<file path="src/rtl/aclk_time_counter_if.sv">
// Tick/key-path interface between the tick generator, set logic and the time counter.
// The master drives tick and load requests; the slave (counter) returns time and load status.
interface aclk_time_counter_if;
    logic       one_minute;
    logic       load_new_c;
    logic [3:0] new_ms_hr;
    logic [3:0] new_ls_hr;
    logic [3:0] new_ms_min;
    logic [3:0] new_ls_min;
    logic       new_pm;
    logic [3:0] current_ms_hr;
    logic [3:0] current_ls_hr;
    logic [3:0] current_ms_min;
    logic [3:0] current_ls_min;
    logic       pm;
    logic       reset_count;
    logic       load_err;

    modport master (
        output one_minute, load_new_c, new_ms_hr, new_ls_hr, new_ms_min, new_ls_min, new_pm,
        input  current_ms_hr, current_ls_hr, current_ms_min, current_ls_min, pm,
               reset_count, load_err
    );

    modport slave (
        input  one_minute, load_new_c, new_ms_hr, new_ls_hr, new_ms_min, new_ls_min, new_pm,
        output current_ms_hr, current_ls_hr, current_ms_min, current_ls_min, pm,
               reset_count, load_err
    );
endinterface

</file>
<file path="src/rtl/aclk_time_counter.sv">
// BCD HH:MM time-of-day counter advanced by one_minute pulses, with validated time load.
// Priority per edge: reset > load > tick; a tick coinciding with a load is dropped.
module aclk_time_counter #(
    parameter int unsigned TWELVE_HR = 0
) (
    input logic           clk,
    input logic           reset,
    aclk_time_counter_if.slave bus
);
    localparam bit H12 = (TWELVE_HR != 0);

    logic [3:0] ms_hr_q, ms_hr_d;
    logic [3:0] ls_hr_q, ls_hr_d;
    logic [3:0] ms_min_q, ms_min_d;
    logic [3:0] ls_min_q, ls_min_d;
    logic       pm_q, pm_d;
    logic       rc_q, rc_d;
    logic       err_q, err_d;
    logic       load_ok;
    logic       hr_ok;

    always_comb begin
        if (H12) begin
            hr_ok = ((bus.new_ms_hr == 4'd0) && (bus.new_ls_hr >= 4'd1) && (bus.new_ls_hr <= 4'd9)) ||
                    ((bus.new_ms_hr == 4'd1) && (bus.new_ls_hr <= 4'd2));
        end else begin
            hr_ok = (bus.new_ms_hr <= 4'd2) && (bus.new_ls_hr <= 4'd9) &&
                    !((bus.new_ms_hr == 4'd2) && (bus.new_ls_hr > 4'd3));
        end
        load_ok = hr_ok && (bus.new_ms_min <= 4'd5) && (bus.new_ls_min <= 4'd9);
    end

    always_comb begin
        ms_hr_d  = ms_hr_q;
        ls_hr_d  = ls_hr_q;
        ms_min_d = ms_min_q;
        ls_min_d = ls_min_q;
        pm_d     = pm_q;
        rc_d     = 1'b0;
        err_d    = 1'b0;
        if (bus.load_new_c) begin
            if (load_ok) begin
                ms_hr_d  = bus.new_ms_hr;
                ls_hr_d  = bus.new_ls_hr;
                ms_min_d = bus.new_ms_min;
                ls_min_d = bus.new_ls_min;
                pm_d     = H12 ? bus.new_pm : 1'b0;
                rc_d     = 1'b1;
            end else begin
                err_d = 1'b1;
            end
        end else if (bus.one_minute) begin
            if (ls_min_q != 4'd9) begin
                ls_min_d = ls_min_q + 4'd1;
            end else begin
                ls_min_d = 4'd0;
                if (ms_min_q != 4'd5) begin
                    ms_min_d = ms_min_q + 4'd1;
                end else begin
                    ms_min_d = 4'd0;
                    // Hour carry: 12h wraps 12->01 and toggles pm on 11->12; 24h wraps 23->00.
                    if (H12 && (ms_hr_q == 4'd1) && (ls_hr_q == 4'd2)) begin
                        ms_hr_d = 4'd0;
                        ls_hr_d = 4'd1;
                    end else if (H12 && (ms_hr_q == 4'd1) && (ls_hr_q == 4'd1)) begin
                        ls_hr_d = 4'd2;
                        pm_d    = ~pm_q;
                    end else if (!H12 && (ms_hr_q == 4'd2) && (ls_hr_q == 4'd3)) begin
                        ms_hr_d = 4'd0;
                        ls_hr_d = 4'd0;
                    end else if (ls_hr_q == 4'd9) begin
                        ms_hr_d = ms_hr_q + 4'd1;
                        ls_hr_d = 4'd0;
                    end else begin
                        ls_hr_d = ls_hr_q + 4'd1;
                    end
                end
            end
        end
    end

    always_ff @(posedge clk) begin
        if (reset) begin
            ms_hr_q  <= H12 ? 4'd1 : 4'd0;
            ls_hr_q  <= H12 ? 4'd2 : 4'd0;
            ms_min_q <= '0;
            ls_min_q <= '0;
            pm_q     <= 1'b0;
            rc_q     <= 1'b0;
            err_q    <= 1'b0;
        end else begin
            ms_hr_q  <= ms_hr_d;
            ls_hr_q  <= ls_hr_d;
            ms_min_q <= ms_min_d;
            ls_min_q <= ls_min_d;
            pm_q     <= pm_d;
            rc_q     <= rc_d;
            err_q    <= err_d;
        end
    end

    assign bus.current_ms_hr  = ms_hr_q;
    assign bus.current_ls_hr  = ls_hr_q;
    assign bus.current_ms_min = ms_min_q;
    assign bus.current_ls_min = ls_min_q;
    assign bus.pm             = H12 ? pm_q : 1'b0;
    assign bus.reset_count    = rc_q;
    assign bus.load_err       = err_q;
endmodule

</file>
<file path="src/flat_wrapper.sv">
// flat-port wrapper written by rule: the top's interface ports become plain ports
module aclk_time_counter_flat 
#(
    parameter int unsigned TWELVE_HR = 0
)
  (clk, reset, bus_one_minute, bus_load_new_c, bus_new_ms_hr, bus_new_ls_hr, bus_new_ms_min, bus_new_ls_min, bus_new_pm, bus_current_ms_hr, bus_current_ls_hr, bus_current_ms_min, bus_current_ls_min, bus_pm, bus_reset_count, bus_load_err);
  aclk_time_counter_if bus_i ();
  input logic clk;
  input logic reset;
  input wire logic [$bits(bus_i.one_minute)-1:0] bus_one_minute;
  input wire logic [$bits(bus_i.load_new_c)-1:0] bus_load_new_c;
  input wire logic [$bits(bus_i.new_ms_hr)-1:0] bus_new_ms_hr;
  input wire logic [$bits(bus_i.new_ls_hr)-1:0] bus_new_ls_hr;
  input wire logic [$bits(bus_i.new_ms_min)-1:0] bus_new_ms_min;
  input wire logic [$bits(bus_i.new_ls_min)-1:0] bus_new_ls_min;
  input wire logic [$bits(bus_i.new_pm)-1:0] bus_new_pm;
  output wire logic [$bits(bus_i.current_ms_hr)-1:0] bus_current_ms_hr;
  output wire logic [$bits(bus_i.current_ls_hr)-1:0] bus_current_ls_hr;
  output wire logic [$bits(bus_i.current_ms_min)-1:0] bus_current_ms_min;
  output wire logic [$bits(bus_i.current_ls_min)-1:0] bus_current_ls_min;
  output wire logic [$bits(bus_i.pm)-1:0] bus_pm;
  output wire logic [$bits(bus_i.reset_count)-1:0] bus_reset_count;
  output wire logic [$bits(bus_i.load_err)-1:0] bus_load_err;
  assign bus_i.one_minute = bus_one_minute;
  assign bus_i.load_new_c = bus_load_new_c;
  assign bus_i.new_ms_hr = bus_new_ms_hr;
  assign bus_i.new_ls_hr = bus_new_ls_hr;
  assign bus_i.new_ms_min = bus_new_ms_min;
  assign bus_i.new_ls_min = bus_new_ls_min;
  assign bus_i.new_pm = bus_new_pm;
  assign bus_current_ms_hr = bus_i.current_ms_hr;
  assign bus_current_ls_hr = bus_i.current_ls_hr;
  assign bus_current_ms_min = bus_i.current_ms_min;
  assign bus_current_ls_min = bus_i.current_ls_min;
  assign bus_pm = bus_i.pm;
  assign bus_reset_count = bus_i.reset_count;
  assign bus_load_err = bus_i.load_err;
  aclk_time_counter #(.TWELVE_HR(TWELVE_HR)) u_core (.clk(clk), .reset(reset), .bus(bus_i));
endmodule
</file>
<file path="config.mk">
export PLATFORM = sky130hd
export DESIGN_NAME = aclk_time_counter_flat
export DESIGN_NICKNAME = d
export VERILOG_FILES = /design/src/rtl/aclk_time_counter_if.sv /design/src/rtl/aclk_time_counter.sv /design/src/flat_wrapper.sv
export SDC_FILE = /design/constraint.sdc
export NUM_CORES = 1
export LEC_CHECK = 0
export ABC_AREA = 1
export ABC_CLOCK_PERIOD_IN_PS = 1500
export CAP_MARGIN = 20
export CORE_ASPECT_RATIO = 1.5
export CORE_MARGIN = 1
export CORE_UTILIZATION = 47
export CTS_BUF_LIST = sky130_fd_sc_hd__clkbuf_2 sky130_fd_sc_hd__clkbuf_4 sky130_fd_sc_hd__clkbuf_8
export DETAILED_ROUTE_END_ITERATION = 6
export GPL_ROUTABILITY_DRIVEN = 1
export PLACE_DENSITY = 0.82
export SYNTH_ARGS = -nofsm -noshare
export SYNTH_HDL_FRONTEND = slang
export SYNTH_SLANG_ARGS = --single-unit
</file>
<file path="constraint.sdc">
create_clock -name clk -period 1.5 [get_ports clk]
set_clock_uncertainty 0.05 [all_clocks]
set_input_delay 0.45 -clock clk [delete_from_list [all_inputs] [get_ports clk]]
set_output_delay 0.45 -clock clk [all_outputs]
set_load 0.03 [all_outputs]
</file>
==> impl_results.html <==
<table>
<tr><th>Metric</th><th>Value</th></tr>
<tr><th colspan="2">Global route</th></tr>
<tr><td>Pin count of the biggest net entering global routing</td><td>17</td></tr>
<tr><td>Number of antenna violations at the first check in global routing</td><td>0</td></tr>
<tr><td>First-pass GRT wire length</td><td>5.65 mm</td></tr>
<tr><td>Vias in the first global route</td><td>1372</td></tr>
<tr><td>Total gr overflow</td><td>0</td></tr>
<tr><td>Overall global routing resource usage</td><td>0.265</td></tr>
<tr><th colspan="2">Clock network</th></tr>
<tr><td>Max Root-Sink Buffers</td><td>2</td></tr>
<tr><td>TritonCTS clock tree</td><td>built</td></tr>
<tr><td>H-tree level count</td><td>1</td></tr>
<tr><td>CTS Hold Bufs</td><td>0</td></tr>
<tr><td>Clock Sink Count</td><td>18</td></tr>
<tr><td>Number of buffers inserted during clock tree synthesis</td><td>3</td></tr>
<tr><td>Clock insertion delay at the later pin of the skew report</td><td>0.30 ns</td></tr>
<tr><td>Register clock-pin slew on the reported worst setup and hold paths</td><td>0.11 ns</td></tr>
<tr><td>Library cell used as clock root buffer</td><td>clkbuf_4</td></tr>
<tr><th colspan="2">Floorplanning</th></tr>
<tr><td>Die Area</td><td>2840 um2</td></tr>
<tr><td>DIE HEIGHT</td><td>64.8 um</td></tr>
<tr><td>Num rows</td><td>22</td></tr>
<tr><td>I/O Pins</td><td>40</td></tr>
<tr><td>Core area</td><td>2480 um2</td></tr>
<tr><td>X dimension of the die</td><td>43.9 um</td></tr>
<tr><td>Initial cell density of the core</td><td>0.499</td></tr>
<tr><th colspan="2">Pwr</th></tr>
<tr><td>Highest ir drop seen on vdd</td><td>0.628 mV</td></tr>
<tr><td>Power Dens Cells</td><td>626 nW/um2</td></tr>
<tr><td>Static power due to leakage</td><td>0.934 nW</td></tr>
<tr><th colspan="2">STA</th></tr>
<tr><td>Endpoints failing hold</td><td>0</td></tr>
<tr><td>Crit path time final</td><td>1.49 ns</td></tr>
<tr><td>Share of the clock period used by the worst path</td><td>0.994</td></tr>
<tr><td>Achievable frequency</td><td>671 MHz</td></tr>
<tr><td>Final setup TNS</td><td>0 ns</td></tr>
<tr><td>Final-report setup violation count</td><td>0</td></tr>
<tr><td>Number of max-slew violations in the final report</td><td>0</td></tr>
<tr><td>Setup repair after global routing missed its margin</td><td>true</td></tr>
<tr><th colspan="2">Detailed routing</th></tr>
<tr><td>Drt total wl</td><td>3.78 mm</td></tr>
<tr><td>Post-detailed-route wirelength per cell</td><td>13.2 um</td></tr>
<tr><td>Number of DRC markers after the initial detailed-route iteration</td><td>42</td></tr>
<tr><td>Residual DRC</td><td>2</td></tr>
<tr><td>Via Count</td><td>1511</td></tr>
<tr><td>Remaining antenna violation count after routing</td><td>0</td></tr>
<tr><td>Vias per cell</td><td>5.28</td></tr>
<tr><td>Pre-antenna DRT Iters</td><td>6</td></tr>
<tr><th colspan="2">Critical path</th></tr>
<tr><td>RR Startpoint</td><td>u_core.bus.current_ls_hr[1]</td></tr>
<tr><td>Arrival time at the worst endpoint</td><td>1.68 ns</td></tr>
<tr><td>Timing endpoint of the critical path</td><td>u_core.bus.current_ls_hr[1]</td></tr>
<tr><td>Critical path endpoint category</td><td>flip-flop</td></tr>
<tr><td>Slack of the worst reg-to-reg path</td><td>0.07 ns</td></tr>
<tr><td>Critical path launch point type</td><td>input pin</td></tr>
<tr><td>R2R Path End</td><td>u_core.bus.current_ls_hr[1]</td></tr>
<tr><td>FF-to-FF path depth</td><td>9</td></tr>
<tr><td>CP Data Required Time</td><td>1.69 ns</td></tr>
<tr><td>Launching element of the worst setup path</td><td>bus_new_ls_hr[1]</td></tr>
<tr><td>Worst Setup Path Type</td><td>input pin to flip-flop</td></tr>
<tr><td>Largest fanout on the critical path</td><td>8</td></tr>
<tr><th colspan="2">Placed design</th></tr>
<tr><td>Dpl hpwl</td><td>2.57 mm</td></tr>
<tr><td>Final weighted congestion in routability-driven placement</td><td>0.866</td></tr>
<tr><td>Total placed instance area</td><td>1730 um2</td></tr>
<tr><td>Port Buf Inserts</td><td>37</td></tr>
<tr><th colspan="2">Synthesis</th></tr>
<tr><td>Top flip-flop cell by instance count after synthesis</td><td>dfxtp_1</td></tr>
<tr><td>Commonest cells in the netlist</td><td>57 x nand2_1, 24 x nor2_1, 20 x inv_1</td></tr>
<tr><td>Syn avg cell area</td><td>6.37 um2</td></tr>
<tr><td>Unique masters post-synth</td><td>26</td></tr>
<tr><td>Synthesized instance count</td><td>194</td></tr>
<tr><td>Most area-hungry cell type in the Yosys netlist</td><td>dfxtp_1</td></tr>
<tr><td>Number of warnings issued by yosys</td><td>0</td></tr>
<tr><td>Count of flip-flops with a built-in enable after synthesis</td><td>0</td></tr>
<tr><td>Combined area of all synthesized cells</td><td>1240 um2</td></tr>
<tr><td>Cell with the most instances after synthesis</td><td>nand2_1</td></tr>
<tr><td>Share of the synthesized area in the top cell type</td><td>0.291</td></tr>
<tr><td>Share of synthesized area occupied by flip-flops and latches</td><td>0.291</td></tr>
<tr><td>Number of nets produced by synthesis</td><td>219</td></tr>
<tr><td>Async set-reset flop share out of synthesis</td><td>0</td></tr>
<tr><td>Flip-flop and latch count after synthesis</td><td>18</td></tr>
<tr><td>Cell types occupying the most area after synthesis</td><td>dfxtp_1 29%, nand2_1 17%, o21ai_0 7.3%</td></tr>
<tr><th colspan="2">Finish</th></tr>
<tr><td>Count of nets after finishing</td><td>288</td></tr>
<tr><td>Final non-filler cell area</td><td>1950 um2</td></tr>
<tr><td>Layout filler cell count</td><td>182</td></tr>
<tr><td>Layout area overhead</td><td>57.7%</td></tr>
<tr><td>Fraction of final layout cells with drive strength greater than 1</td><td>0.397</td></tr>
<tr><td>Number of antenna repair diodes</td><td>0</td></tr>
<tr><th colspan="2">Run</th></tr>
<tr><td>Max-cap violation count</td><td>0</td></tr>
<tr><th colspan="2">Hold path</th></tr>
<tr><td>Classification of the worst-slack hold path</td><td>flip-flop to flip-flop</td></tr>
<tr><th colspan="2">Outcome</th></tr>
<tr><td>Outcome</td><td>finished, violations left</td></tr>
<tr><td>Violations in the final reports</td><td>DRC</td></tr>
</table>
flip-flops by register name (all words and copies together) (netlist names):
register / cells
u_core.bus.current_ms_min: 4
u_core.bus.current_ls_hr: 4
u_core.bus.current_ms_hr: 4
u_core.bus.current_ls_min: 4
u_core.bus.load_err: 1
u_core.bus.reset_count: 1
kinds of logic (layout without fill, tap and decap cells):
| family | count (synthesis) | in the layout | synth area share |
|---|---|---|---|
| AOI/OAI and AO/OA | 34 | 34 | 0.155 |
| xor gates and xnor gates | 5 | 5 | 0.0354 |
| DFF | 18 | 18 | 0.292 |
| other | 1 | 1 | 0.00303 |
| buffers and inverters | 28 | 96 | 0.106 |
| and+or+nand+nor | 104 | 104 | 0.368 |
| adders and majority gates | 4 | 4 | 0.0405 |
final cells by class:
| class | count | area, um2 | area share |
|---|---|---|---|
| flip-flops and latches | 18 | 384 | 0.197 |
| multi-input cells | 148 | 851 | 0.436 |
| clock buffers | 4 | 36.3 | 0.0186 |
| inverters | 23 | 86.3 | 0.0443 |
| well taps | 24 | 30.0 | 0.0154 |
| repair buffers | 69 | 562 | 0.288 |
power breakdown:
group          switching [mW]  internal (mW)
sequential             0.0219          0.498
combinational           0.222          0.171
clock                   0.159          0.148
placed cells by master, fill, tap and decap left out, types with 3 or more instances in the layout:
cell / Yosys / routed
a21oi_1: 10 / 5
a21oi_2: 0 / 5
buf_4: 1 / 44
buf_6: 0 / 4
clkbuf_2: 0 / 5
clkbuf_4: 0 / 3
clkdlybuf4s15_1: 0 / 6
clkdlybuf4s50_1: 0 / 5
dfxtp_1: 18 / 7
dfxtp_2: 0 / 7
dfxtp_4: 0 / 4
dlygate4sd2_1: 0 / 3
ha_1: 4 / 3
inv_1: 20 / 16
inv_2: 2 / 6
nand2_1: 57 / 52
nand2_2: 4 / 5
nand2_4: 0 / 4
nand3_1: 10 / 7
nand4_1: 3 / 3
nor2_1: 24 / 21
nor2_2: 3 / 5
o21ai_0: 18 / 15
xor2_1: 3 / 3
repair_timing:
| item | CTS | global route |
|---|---|---|
| setup buffers | 6 | 3 |
| gates resized for setup | 30 | 51 |
| pin swaps | 11 | 22 |
| endpoints found under the setup margin | 19 | 23 |
worst max-delay path: stages:
cell and delay [ns]:
clkdlybuf4s15_1 0.18, nand2_1 0.08, nand2_1 0.08, nor2_2 0.18
nand4_1 0.20, nand2_4 0.18, buf_6 0.13, nand3_2 0.07
a21oi_2 0.13
metrics by stage:
stage | hold slack [ns] | power, mW | worst slack (ns) | std cells | utilization
after floorplan | 0.494 | 0.727 | 0.0164 | 194 | -
after global placement | 0.436 | 0.882 | -0.515 | 273 | 0.697
after detailed placement | 0.441 | 0.886 | -0.532 | 273 | 0.697
after CTS | 0.457 | 1.20 | 0.00159 | 283 | 0.741
after global routing | 0.487 | 1.29 | -0.0681 | 286 | 0.787
final | 0.457 | 1.22 | 0.00858 | 286 | 0.787
worst min-delay path by stage:
stage,cells after the start,slack (ns),from,endpoint
after detailed placement,2,0.44,u_core.bus.current_ms_min[2],u_core.bus.current_ms_min[2]
after global routing,2,0.49,u_core.bus.current_ms_min[2],u_core.bus.current_ms_min[2]
after global placement,2,0.44,u_core.bus.current_ls_hr[1],u_core.bus.current_ls_hr[1]
after CTS,2,0.46,u_core.bus.current_ms_min[2],u_core.bus.current_ms_min[2]
after floorplan,2,0.49,u_core.bus.current_ls_hr[1],u_core.bus.current_ls_hr[1]
final,2,0.46,u_core.bus.current_ms_min[2],u_core.bus.current_ms_min[2]
per-layer routing:
layer	wire, um	vias to the layer above	track usage
met1	1430	690	0.273
li1	-	752	-
met2	2040	56	0.506
met4	132	0	0.133
met3	181	13	0.0251
met5	0	-	0
Power figures use the tool's default switching activity.
